--- config.mk ---
export PLATFORM = sky130hd
export DESIGN_NAME = branch_redirect_ctrl
export DESIGN_NICKNAME = d
export VERILOG_FILES = /design/src/rtl/branch_redirect_ctrl.sv
export SDC_FILE = /design/constraint.sdc
export NUM_CORES = 1
export LEC_CHECK = 0
export BUFFER_PORTS_ARGS = -buffer_cell sky130_fd_sc_hd__buf_2
export CORE_ASPECT_RATIO = 0.75
export CORE_MARGIN = 2
export CORE_UTILIZATION = 36
export DETAILED_ROUTE_END_ITERATION = 7
export GPL_TIMING_DRIVEN = 0
export PLACE_DENSITY = 0.79
export SETUP_SLACK_MARGIN = 0.1
export SYNTH_ARGS = -nofsm -noshare
export SYNTH_HDL_FRONTEND = slang
export SYNTH_SLANG_ARGS = --single-unit
--- constraint.sdc ---
create_clock -name clk -period 1.71 [get_ports clk]
set_clock_uncertainty 0.15 [all_clocks]
set_input_delay 0.513 -clock clk [delete_from_list [all_inputs] [get_ports clk]]
set_output_delay 0.513 -clock clk [all_outputs]
set_load 0.03 [all_outputs]
--- src/rtl/branch_redirect_ctrl.sv ---
// PC redirect / pipeline flush sequencer for taken EX-stage branches and jumps.
// Optional BRANCH_STATS_EN adds saturating redirect and flush-cycle counters.
module branch_redirect_ctrl #(
    parameter int unsigned XLEN         = 32,
    parameter int unsigned DRAIN_CYCLES = 2
) (
    input  logic            clk,
    input  logic            rst,
    input  logic            ex_valid,
    input  logic [31:0]     ex_instr,
    input  logic            ex_taken,
    input  logic [XLEN-1:0] ex_target,
    input  logic            stall,
    input  logic            fetch_ready,
    output logic            pc_sel,
    output logic [XLEN-1:0] redirect_pc,
    output logic            flush_if,
    output logic            flush_id,
    output logic            busy,
    output logic            misalign,
    output logic [31:0]     stat_redirects,
    output logic [31:0]     stat_flush_cycles
);

    localparam int unsigned CNT_W = 4;
    localparam logic [CNT_W-1:0] DRAIN_INIT = CNT_W'(DRAIN_CYCLES);

    localparam logic [1:0] S_IDLE     = 2'd0;
    localparam logic [1:0] S_REDIRECT = 2'd1;
    localparam logic [1:0] S_DRAIN    = 2'd2;

    logic [1:0]       r_state;
    logic [1:0]       w_state_nxt;
    logic [CNT_W-1:0] r_cnt;
    logic [CNT_W-1:0] w_cnt_nxt;
    logic             w_capture;
    logic             w_is_cf;
    logic             w_redirect_req;
    logic             r_pc_sel;
    logic             r_flush_if;
    logic             r_flush_id;
    logic             r_busy;
    logic             r_misalign;
    logic [XLEN-1:0]  r_redirect_pc;
    logic             w_unused;

    assign w_unused = &{1'b0, ex_instr[31:15], ex_instr[11:7]};

    // Only BRANCH, JAL and JALR (funct3 000) may redirect; ex_taken is stale otherwise
    assign w_is_cf = (ex_instr[6:0] == 7'b1100011) ||
                     (ex_instr[6:0] == 7'b1101111) ||
                     ((ex_instr[6:0] == 7'b1100111) && (ex_instr[14:12] == 3'b000));
    assign w_redirect_req = ex_valid & ex_taken & w_is_cf & ~stall;

    always_comb begin
        w_state_nxt = r_state;
        w_cnt_nxt   = r_cnt;
        w_capture   = 1'b0;
        case (r_state)
            S_IDLE: begin
                if (w_redirect_req) begin
                    w_capture   = 1'b1;
                    w_state_nxt = S_REDIRECT;
                end
            end
            S_REDIRECT: begin
                if (fetch_ready) begin
                    if (DRAIN_INIT == '0) begin
                        w_state_nxt = S_IDLE;
                    end else begin
                        w_state_nxt = S_DRAIN;
                        w_cnt_nxt   = DRAIN_INIT;
                    end
                end
            end
            S_DRAIN: begin
                if (r_cnt <= CNT_W'(1)) begin
                    w_state_nxt = S_IDLE;
                    w_cnt_nxt   = '0;
                end else begin
                    w_cnt_nxt = r_cnt - CNT_W'(1);
                end
            end
            default: begin
                w_state_nxt = S_IDLE;
                w_cnt_nxt   = '0;
            end
        endcase
    end

    // State plus outputs registered from the next-state decode
    always_ff @(posedge clk) begin
        if (rst) begin
            r_state       <= S_IDLE;
            r_cnt         <= '0;
            r_pc_sel      <= 1'b0;
            r_flush_if    <= 1'b0;
            r_flush_id    <= 1'b0;
            r_busy        <= 1'b0;
            r_misalign    <= 1'b0;
            r_redirect_pc <= '0;
        end else begin
            r_state    <= w_state_nxt;
            r_cnt      <= w_cnt_nxt;
            r_pc_sel   <= (w_state_nxt == S_REDIRECT);
            r_flush_if <= (w_state_nxt != S_IDLE);
            r_flush_id <= (w_state_nxt == S_REDIRECT);
            r_busy     <= (w_state_nxt != S_IDLE);
            r_misalign <= w_capture & (ex_target[1:0] != 2'b00);
            if (w_capture) begin
                r_redirect_pc <= {ex_target[XLEN-1:2], 2'b00};
            end
        end
    end

    assign pc_sel      = r_pc_sel;
    assign flush_if    = r_flush_if;
    assign flush_id    = r_flush_id;
    assign busy        = r_busy;
    assign misalign    = r_misalign;
    assign redirect_pc = r_redirect_pc;

`ifdef BRANCH_STATS_EN
    logic        w_handshake;
    logic [31:0] r_stat_redirects;
    logic [31:0] r_stat_flush_cycles;

    assign w_handshake = (r_state == S_REDIRECT) & fetch_ready;

    // Saturating event counters
    always_ff @(posedge clk) begin
        if (rst) begin
            r_stat_redirects    <= '0;
            r_stat_flush_cycles <= '0;
        end else begin
            if (w_handshake && (r_stat_redirects != 32'hFFFF_FFFF)) begin
                r_stat_redirects <= r_stat_redirects + 32'd1;
            end
            if (r_flush_if && (r_stat_flush_cycles != 32'hFFFF_FFFF)) begin
                r_stat_flush_cycles <= r_stat_flush_cycles + 32'd1;
            end
        end
    end

    assign stat_redirects    = r_stat_redirects;
    assign stat_flush_cycles = r_stat_flush_cycles;
`else
    assign stat_redirects    = 32'd0;
    assign stat_flush_cycles = 32'd0;
`endif

endmodule

# After elaboration in Yosys (flattened, before gate mapping)

Index checks and enable logic that the tools add are counted.

Logic and storage cells: 38
Bits in registers: 39
Output and inout bits: 101
Input bits: 70

Eq/ne operators: 7
$lt $le $gt $ge: 1
Reduce and logical (&&, ||, !) cells: 8
Multiplexer cells: 9
Bitwise gates (word level): 6
Add/sub/neg operators: 1

Operators with widths:

| operator            | number |
|---|---|
| $eq 7x7->1 const B  | 3 |
| $pmux 4 s3          | 1 |
| $mux 4              | 2 |
| $mux 2              | 3 |
| $pmux 2 s3          | 1 |
| $and 1x1->1         | 4 |
| $eq 2x1->1 const B  | 2 |
| $le 4x1->1 const B  | 1 |
| $reduce_bool 2->1   | 2 |
| $sub 4x1->4 const B | 1 |
| $logic_not 3->1     | 1 |
| $eq 2x2->1 const B  | 1 |
| $logic_not 2->1     | 1 |
| $logic_or 1x1->1    | 2 |
| $mux 1              | 2 |
| $ne 2x2->1 const B  | 1 |
| $not 1->1           | 2 |
| $reduce_and 2->1    | 1 |
| $logic_and 1x1->1   | 1 |

# Logic depth before layout (Yosys ltp)

Depth after elaboration: 8
Depth in mapped cells: 7
Gate-level depth less buffers: 7

# Worst setup path before layout

Ideal clock, no wire load.

Kind: input -> register
From: input ex_instr[2]
To: register r_redirect_pc[28], in the netlist redirect_pc[28]
Path slack: -0.049 ns
Path buffers: 2
Required time: 1.425 ns
Stages: 7
Arrival: 1.474 ns
Library setup time: 0.135 ns
Path through: inv_1 > or3_4 > and4_1 > buf_6 > buf_6 > nand2_1 > a21oi_1

Word-level cells in the longest chain between the ends: 7
Elaborated cells between the ends (all ways): 10
Classes of those cells: 3 x eq/ne; 2 x mux; 2 x bitwise; 3 x reduce/logical

Ends and longest elaborated chain:

| element                                                      | line       | source |
|---|---|---|
| start, declared                                              | 10         | `input logic [31:0] ex_instr,` |
| $eq 7x7->1 (on tied branches)                                | 50, 51, 52 |  |
| $logic_or 1x1->1 / $logic_and 1x1->1 (equally long branches) | 50, 52     |  |
| $logic_or 1x1->1 (*)                                         | 51         | `(ex_instr[6:0] == 7'b1101111) \|\|` |
| $and 1x1->1 (*) (2 in series)                                | 53         | `assign w_redirect_req = ex_valid & ex_taken & w_is_cf & ~stall;` |
| $mux 1 (*)                                                   | 61         | `if (w_redirect_req) begin` |
| $mux 1 (*)                                                   | 59         | `case (r_state)` |
| end signal, assigned                                         | 111        | `r_redirect_pc <= {ex_target[XLEN-1:2], 2'b00};` |
| end, declared                                                | 44         | `logic [XLEN-1:0] r_redirect_pc;` |

Mark *: on every way between the ends. The rest lies on a longest branch, timed or not.
A chain may end at the register's enable or synchronous reset.

# Worst setup path in the final report

From: input ex_instr[3]
To: register r_redirect_pc[7], in the netlist redirect_pc[7]

Same word-level chain as after synthesis.

==> metrics.txt <==
outcome=finished clean; Die ar.=6590 µm²; most frequent cells in the layout=buf_2 (80), buf_4 (71), conb_1 (66), nand2_1 (54), dfxtp_1 (35); core area=5770 µm²; NumNets Final=497; Port Buffers=81; register bit total from synthesis=39; drt drc=0; commonest non-fill, non-tap cell in the layout=buf_2; Max FO, Critical Path=5; Setup Crit Path Kind=input port to register; largest net degree at the start of global routing=14; CTS tree=yes; Worst Path Required=1.70 ns; TritonCTS buffer count=5; critical path launch point type=input port; Pwr per Cell Area=634 nW/µm²; Synth Area in Simple Gates=0.185; vias per cell=3.97; RSZ-0062 raised after global routing=yes; DR pass1 iterations=4; die height=70.8 µm; H-Tree Depth=2; initial core utilization=0.372; total power=2.07 mW; synth warn=0; clk buf depth=2; antenna violations before repair=1; cell area after synthesis=2140 µm²; slew margin rel.=0.580; Yosys cell types=32; Mapped Cells=263; total congestion overflow=0; Tot GR Track Use=0.146; via count of the first global-routing pass=1,715; io pins=171; HPWL Detailed=3.78 mm; Synth area leaders=dfxtp_1 (36%), buf_4 (24%), nand2_1 (10%); VDD IR max=0.400 mV; CTS sink count=39; XOR/XNOR Fraction of Synth Area=0; Final min period=1.63 ns; clock slew at reported path FFs=0.07 ns; Hold/Removal Path Class=register to register; Avg Inst Size Synth=8.14 µm²; first-pass GRT wire length=7.76 mm; Setup-failing EPs final=0; GP Congestion=0.782; final WL=5.37 mm; max_cap viols=0; CP Capture Type=register; Pins Over Slew Limit=0; Synth Area in Compound Gates=0.130; vias=1,988; arrival time worst endpoint=1.62 ns; Worst-Margin Slew=0.630 ns; Leak=1.65 nW; Final period util=0.952; Sequential Area=791 µm²; Final Hold Fails=0; final setup TNS=0 ns; largest family of logic cells by synthesized area=buffers and inverters; Area Growth Syn to Fin=52.6%; area of the multi-input gates=1160 µm²; Avg WL per Cell=10.7 µm; post-synth top area cell=dfxtp_1; Die W=93.1 µm; root buf cell=clkbuf_8; Routed Antenna Nets=0; Clock Latency Late Sink=0.29 ns; Adder-Cell Fraction of Synth Area=0.0350; Worst Hold Slack=0.301 ns; Filler cells=540; mux contribution to synthesized area=0; share of Yosys cell area claimed by the top area cell type=0.364; Core Rows=24; DRT iter0 DRCs=34; register area share after synthesis=0.364; share of layout cells above drive strength 1=0.505; fmax=614 MHz
[synthesized netlist by cell type]
master and number:
buf_4 68, nand2_1 59, dfxtp_1 39, a21oi_1 33, ha_1 6, inv_1 6
nor2_1 6, nor3_1 6, nand2_2 5, buf_6 4, clkbuf_1 4, a21oi_2 3
buf_2 3, o21ai_0 3, a211oi_2 1, a21o_1 1, a22oi_1 1, and3_4 1
and4_1 1, and4b_1 1, conb_1 1, nand3b_1 1, nand4_1 1, nand4b_1 1
nor2_2 1, nor4_1 1, nor4b_2 1, o211ai_1 1, o221a_4 1, o311ai_1 1
o31ai_1 1, or3_4 1
[through the flow]
stage	std cells	setup WS (ns)	utilization	area [µm²]
global placement	487	-0.204	0.502	2900
floorplan	328	0.00621	-	2390
finish	501	0.0815	0.567	3270
global route	501	0.0494	0.567	3270
CTS	497	0.101	0.539	3110
detailed placement	487	-0.236	0.502	2900
[cells by family after synthesis]
logic type | count (synthesis)
flops | 39
buf+inv | 85
compound gates | 46
simple gates | 86
other cells | 1
fa+ha+maj | 6
[final timing paths]
check / from / endpoint / slack, ns / cells past startpoint
worst max-delay path: ex_instr[3] / redirect_pc[7] / 0.08 / 7
worst min register to register: redirect_pc[4] / redirect_pc[4] / 0.30 / 2
worst min-delay path: redirect_pc[4] / redirect_pc[4] / 0.30 / 2
worst max register to register: r_cnt[1] / r_cnt[3] / 0.11 / 7
[sequential cells by signal, summed over array words and instances (netlist names)]
name and count:
busy 1, redirect_pc 30, r_cnt 4, flush_id 1, misalign 1, r_state 2
[area by class of cell]
type | instances | share of cell area
antenna | 1 | 0.000765
inverter | 6 | 0.00842
sequential | 39 | 0.242
buffer | 79 | 0.185
clock inverter | 3 | 0.0134
clock buffer | 5 | 0.0210
timing repair buffer | 86 | 0.144
multi-input combinational | 204 | 0.356
tap | 78 | 0.0299
[critical path: stages]
cell and delay (ns):
buf_2 0.11, or3_4 0.37, and4_1 0.22, buf_6 0.15, buf_8 0.13, nand2_2 0.05
a21oi_1 0.07
[metal layers]
layer,GRT usage,wire length [µm]
met2,0.256,2770
met1,0.172,2240
met5,0,0
met4,0.0588,46
met3,0.0373,315
[repair_timing]
action                                  CTS  global route
hold buffers                              0             0
endpoints found under the setup margin   29            37
setup buffers                             2             2
endpoints found under the hold margin     0             0
pin swaps                                 4             9
resized for setup                        21            32
cloned                                    0             1
[report_power, final]
part	total, mW	leakage, nW	switching, mW	internal, mW
clock	0.755	0.0581	0.321	0.434
sequential	0.906	0.317	0.000722	0.905
combinational	0.411	1.27	0.261	0.151
Power figures use the tool's default switching activity.
